$ cat src/rtl/fifo_arb_pkg.sv
// fifo_arb_pkg: shared types and helpers for the FIFO write-side arbiter
//   arb_state_t : arbiter FSM states (IDLE = free to grant, BURST = packet owns grant)
//   pack_beat   : builds the {src_id, last, payload} word written into the FIFO
package fifo_arb_pkg;

    typedef enum logic [0:0] {IDLE, BURST} arb_state_t;

    // Widest packed beat the helper can build; callers truncate to their own width.
    localparam int PACK_MAX = 1024;

    function automatic logic [PACK_MAX-1:0] pack_beat(
        input logic [PACK_MAX-1:0] id,
        input logic                last,
        input logic [PACK_MAX-1:0] data,
        input int                  width
    );
        return (id << (width + 1)) | (PACK_MAX'(last) << width) | data;
    endfunction

endpackage

$ cat src/rtl/fifo_wr_arbiter_rr_pick.sv
// rr_pick: combinational round-robin picker
//   req : request vector
//   ptr : index where the search starts (must be < N)
//   any : at least one request is set
//   idx : first set request at or above ptr, wrapping past N-1 to 0
module rr_pick #(
    parameter  int N  = 4,
    localparam int IW = (N > 1) ? $clog2(N) : 1
) (
    input  logic [N-1:0]  req,
    input  logic [IW-1:0] ptr,
    output logic          any,
    output logic [IW-1:0] idx
);

    logic [IW-1:0] j;

    // Scan from the farthest candidate back to ptr so the nearest one wins.
    always_comb begin
        any = 1'b0;
        idx = '0;
        j   = '0;
        for (int k = N - 1; k >= 0; k--) begin
            j = IW'((32'(ptr) + k) % N);
            if (req[j]) begin
                any = 1'b1;
                idx = j;
            end
        end
    end

endmodule

$ cat src/rtl/fifo_wr_arbiter.sv
// fifo_wr_arbiter: round-robin, packet-locked sharing of one sync_fifo write port
//   wclk, rst     : clock, asynchronous active-high reset
//   req_valid     : per-lane beat valid
//   req_last      : per-lane end-of-packet, qualified by req_valid
//   req_data      : per-lane payload, lane i at [i*WIDTH +: WIDTH]
//   req_ready     : per-lane accept, one-hot or zero
//   fifo_w_en     : FIFO write strobe
//   fifo_w_data   : {src_id, last, payload}, held when not writing
//   fifo_full     : FIFO full flag (only ever used registered)
//   busy          : a packet currently owns the grant
//   beat_cnt      : wrapping count of beats written since reset
module fifo_wr_arbiter
    import fifo_arb_pkg::*;
#(
    parameter  int N_REQ     = 4,
    parameter  int WIDTH     = 32,
    parameter  int BURST_MAX = 8,
    localparam int IDW       = $clog2(N_REQ)
) (
    input  logic                   wclk,
    input  logic                   rst,
    input  logic [N_REQ-1:0]       req_valid,
    input  logic [N_REQ-1:0]       req_last,
    input  logic [N_REQ*WIDTH-1:0] req_data,
    output logic [N_REQ-1:0]       req_ready,
    output logic                   fifo_w_en,
    output logic [WIDTH+IDW:0]     fifo_w_data,
    input  logic                   fifo_full,
    output logic                   busy,
    output logic [31:0]            beat_cnt
);

    localparam int FW = WIDTH + IDW + 1;

    arb_state_t     state, state_n;
    logic [IDW-1:0] rr_ptr, rr_n, owner, owner_n, pick, sel;
    logic [7:0]     burst_cnt, cnt_n;
    logic [FW-1:0]  data_q, data_n;
    logic [WIDTH-1:0] lane_data;
    logic           any, full_q, grant, xfer, burst_end;

    function automatic logic [IDW-1:0] nxt(input logic [IDW-1:0] i);
        return (32'(i) == N_REQ - 1) ? '0 : i + 1'b1;
    endfunction

    rr_pick #(.N(N_REQ)) u_pick (
        .req (req_valid),
        .ptr (rr_ptr),
        .any (any),
        .idx (pick)
    );

    // Datapath and handshake. fifo_full reaches the grant only through full_q,
    // because the FIFO's own full depends on fifo_w_en and would form a loop.
    // The grant is also held off while rst is asserted so nothing is accepted
    // during an asynchronous reset.
    always_comb begin
        sel         = (state == BURST) ? owner : pick;
        grant       = !rst && !full_q && (state == BURST || any);
        xfer        = grant && req_valid[sel];
        req_ready   = grant ? (N_REQ'(1) << sel) : '0;
        lane_data   = req_data[sel*WIDTH +: WIDTH];
        data_n      = FW'(pack_beat(PACK_MAX'(sel), req_last[sel], PACK_MAX'(lane_data), WIDTH));
        fifo_w_en   = xfer;
        fifo_w_data = xfer ? data_n : data_q;
        busy        = (state == BURST);
        burst_end   = req_last[sel] || ({1'b0, burst_cnt} + 9'd1 == 9'(BURST_MAX));
    end

    // Next state: nothing moves without a transfer, so full_q and an idle owner
    // both freeze the FSM, pointer and burst count.
    always_comb begin
        state_n = state;
        rr_n    = rr_ptr;
        owner_n = owner;
        cnt_n   = burst_cnt;
        if (xfer && state == IDLE) begin
            if (req_last[sel] || BURST_MAX == 1) begin
                rr_n = nxt(sel);
            end else begin
                owner_n = sel;
                cnt_n   = 8'd1;
                state_n = BURST;
            end
        end else if (xfer) begin
            if (burst_end) begin
                state_n = IDLE;
                rr_n    = nxt(owner);
                cnt_n   = '0;
            end else begin
                cnt_n   = burst_cnt + 8'd1;
            end
        end
    end

    always_ff @(posedge wclk or posedge rst) begin
        if (rst) begin
            state     <= IDLE;
            rr_ptr    <= '0;
            owner     <= '0;
            burst_cnt <= '0;
            full_q    <= 1'b0;
            data_q    <= '0;
            beat_cnt  <= '0;
        end else begin
            state     <= state_n;
            rr_ptr    <= rr_n;
            owner     <= owner_n;
            burst_cnt <= cnt_n;
            full_q    <= fifo_full;
            if (xfer) begin
                data_q   <= data_n;
                beat_cnt <= beat_cnt + 32'd1;
            end
        end
    end

endmodule
$ cat config.mk
export PLATFORM = sky130hd
export DESIGN_NAME = fifo_wr_arbiter
export DESIGN_NICKNAME = d
export VERILOG_FILES = /design/src/rtl/fifo_arb_pkg.sv /design/src/rtl/fifo_wr_arbiter_rr_pick.sv /design/src/rtl/fifo_wr_arbiter.sv
export SDC_FILE = /design/constraint.sdc
export NUM_CORES = 1
export LEC_CHECK = 0
export CAP_MARGIN = 40
export CORE_MARGIN = 8
export CORE_UTILIZATION = 30
export CTS_CLUSTER_SIZE = 8
export DETAILED_ROUTE_END_ITERATION = 8
export PLACE_DENSITY = 0.57
export REMOVE_ABC_BUFFERS = 1
export SLEW_MARGIN = 0
export SYNTH_ARGS = -nofsm -noshare
export SYNTH_HDL_FRONTEND = slang
export SYNTH_SLANG_ARGS = --single-unit
$ cat constraint.sdc
create_clock -name wclk -period 3.15 [get_ports wclk]
set_input_delay 0.315 -clock wclk [delete_from_list [all_inputs] [get_ports wclk]]
set_output_delay 0.315 -clock wclk [all_outputs]
set_load 0.1 [all_outputs]
==> impl_results.md <==
* Layout area overhead at 80.9%
* DP HPWL at 13200 µm
* WP buf/inv at 4
* EDFF count, synth at 0
* DRC viols at 0
* Crit start category: register
* Die height at approximately 150 µm
* Drt first pass iters at 4
* Vias in the first global route at about 5200
* Setup CP Type: reg -> out
* Pre-CTS setup slack at -0.129 ns
* Sink Count at 81
* Synth async-reset ratio at 100%
* Leak at 4.22 nW
* Final Non-Filler Cells at 955
* Initial Utilization at between 30% and 40%
* Clock latency on the worst-skew pair at roughly 0.35 ns
* Slew Limit Fails at 0
* Overall routed net length at 19300 µm
* Synth top area cells: dfrtp_1, mux2i_1, mux2_2
* Yosys top cell by area: dfrtp_1
* Final Hold Violating Endpoints at 0
* CP delay by family, top: buffers and inverters
* CP Depth at 11
* Largest net degree at the start of global routing at 45
* PortBufs at between 200 and 250
* Final setup vio count at 3
* Power Dens Cells at 1220 nW/µm²
* Area of the die at ~21000 µm²
* Worst hold stages at 1
* Clock Skew at 0.0117 ns
* Max-Cap Viols at 0
* Ys Warns at 0
* Synthesized area at 5110 µm²
* Clock power frac at 9.7%
* Grt total ovfl at 0
* Slew @ Worst Pin at between 0.8 and 0.9 ns
* Root Buffer: clkbuf_16
* Core ar. at 16600 µm²
* RSZ-0062 raised after global routing: true
* Number of distinct library cells after synthesis at 61
* #FFs+latches synth at 81
* Maximum VDD drop at 0.000880 V
* CP max FO at 8
* GP Congestion at 0.798
* Internal Power at about 5.7 mW
* Share of cells above drive strength 1 at 29.9%
* DR iter-0 viols at 154
* Sw Ratio at 49.6%
* Critical Path AT at approximately 2.9 ns
* Failing checks: negative setup slack
* # diodes at 0
* Syn Inst Count at 460
* Crit path required time at 2.83 ns
* CTS buffer count at 9
* Switch Pwr at approximately 5.6 mW
* Seq pwr share at 13.8%
* Worst path cell trace: or3b_4, o311a_4, o221a_4, nor2_4, clkinv_8, buf_12, buf_16, mux2i_1, mux2i_1, mux2_4, buf_12
* Seq/Total Area, Yosys at 39.7%
* ANT nets after route at 0
* Post-route minimum period at 3.17 ns
* Setup TNS at -0.0481 ns
* I/O pin total at 212
* Syn avg cell area at 11.1 µm²
* Rows at 47
* Min-delay worst type: in -> reg
* Avg WL per Cell at about 20 µm
* Max incr delay on CP at 0.41 ns
* Layout net count at just under 900
* Clock Path Buffers at 2
* Routed vias at approximately 4800
* Clk slew on worst S/H paths at 0.06 ns
* GRT Util Overall at ~18%
* Final Power at 11.3 mW
* Fill count at 1420
* WHS at 0.466 ns
* Vias per cell at 4.99
* CTS tree: built
* H-tree levels at 3
* Combinational power share at 76.5%
* CP endpoint kind: output pin
* R2R depth at 11
* Initial antenna violation count at 0
* CP max-delay cell: dfrtp_2
* Outcome: finished, violations left
* Slew headroom at 44.5%
* Chip Width at 146 µm
* Post-synth top area share at 39.7%
* Setup ws final at -0.0216 ns
* Fmax at 315 MHz
* First-pass GRT wire length at 29600 µm
* DP Cell Count at 908
* Post-synth top flop: dfrtp_1
* Fin crit share at 101%
[synthesized netlist by cell type, types with 8 or more instances]
master,count
nor3_1,18
dfrtp_1,81
a21oi_1,9
nand4_1,9
nand3_1,17
mux2_2,38
mux2i_1,98
inv_1,10
o21ai_0,8
xor2_1,22
nor2_1,15
xnor2_1,9
nand2_1,18
[worst register-to-register path: stages (launching register included)]
cell	delay, ns
dfrtp_2	0.41
or3b_4	0.38
o311a_4	0.14
o221a_4	0.25
a211oi_4	0.25
o21a_4	0.19
buf_6	0.13
clkbuf_16	0.16
buf_4	0.11
buf_4	0.14
a21boi_2	0.24
mux2_1	0.34
[cell type report]
type	count	area, µm²	area share [%]
clock buffers	11	243	2.63
multi-input cells	341	3060	33.1
inverters	11	55.1	0.596
clock inverters	5	62.6	0.677
repair buffers	286	3510	38.0
flip-flops and latches	81	2030	22.0
well taps	220	275	2.98
[power groups by stage]
stage	clock network, mW	logic, mW	registers [mW]
4_1_cts	1.13	8.45	1.55
3_5_place_dp	0	7.30	1.58
3_3_place_gp	0	7.27	1.56
6_report	1.09	8.63	1.56
5_1_grt	1.17	8.97	1.60
2_1_floorplan	0	4.56	1.79
[stage by stage]
step	cell area, µm²	util, %
floorplan	4930	-
global placement	7960	47.8
detailed placement	8220	49.4
CTS	9070	54.5
global route	9240	55.5
finish	9240	55.5
[layout by cell type, fill, tap and decap left out, types with 3 or more instances in the layout]
master           instances
clkdlybuf4s50_1        153
mux2i_1                 94
dfrtp_1                 79
buf_4                   54
buf_12                  44
mux2_4                  33
xor2_1                  22
nand2_1                 18
nor3_1                  18
nand3_1                 17
buf_8                   16
nor2_1                  14
clkbuf_16               13
inv_1                    9
nand4_1                  9
xnor2_1                  9
buf_16                   9
a21oi_1                  7
and2_1                   7
ha_1                     7
nor4_2                   6
o2bb2ai_1                6
mux2_2                   5
nand2b_1                 4
o21ai_1                  4
o21ai_0                  4
mux2i_2                  4
o211ai_1                 3
nor4_1                   3
mux2_1                   3
[timing repair]
item                       CTS  global route
setup endpoints to repair   35            35
setup buffers               12             8
resized for setup           50            19
hold buffers                 0             0
pin swaps                    5             2
cloned                      10             3
[final timing paths]
path	startpoint	end	slack [ns]
min	fifo_full	full_q	0.47
max	rr_ptr[1]	fifo_w_data[26]	-0.02
max reg2reg	rr_ptr[1]	rr_ptr[1]	0.30
min reg2reg	beat_cnt[18]	beat_cnt[18]	0.49
max in group asynchronous	rst	data_q[27]	1.99
min in group asynchronous	rst	rr_ptr[1]	0.50
[layer usage]
metal / track usage (%) / vias to the layer above / wire [µm]
li1: - / 2237 / -
met1: 19.5 / 2354 / 7750
met2: 30.9 / 151 / 9820
met3: 5.28 / 27 / 1220
met4: 6.96 / 0 / 508
met5: 0 / - / 0
[sequential cells by signal, summed over array words and instances (netlist names)]
signal,cells
beat_cnt,32
burst_cnt,8
busy,1
data_q,35
full_q,1
owner,2
rr_ptr,2
[kinds of logic after synthesis]
| group | Yosys count | share of synthesized area, % |
|---|---|---|
| XOR/XNOR | 31 | 5.32 |
| multiplexers | 139 | 28.3 |
| AO/OA/AOI/OAI | 51 | 8.09 |
| AND/OR/NAND/NOR | 113 | 12.7 |
| adder cells (fa/ha/maj) | 7 | 1.72 |
| buffers and inverters | 38 | 4.21 |
| flip-flops | 81 | 39.7 |
No activity file was read; power rests on OpenSTA's default activity.
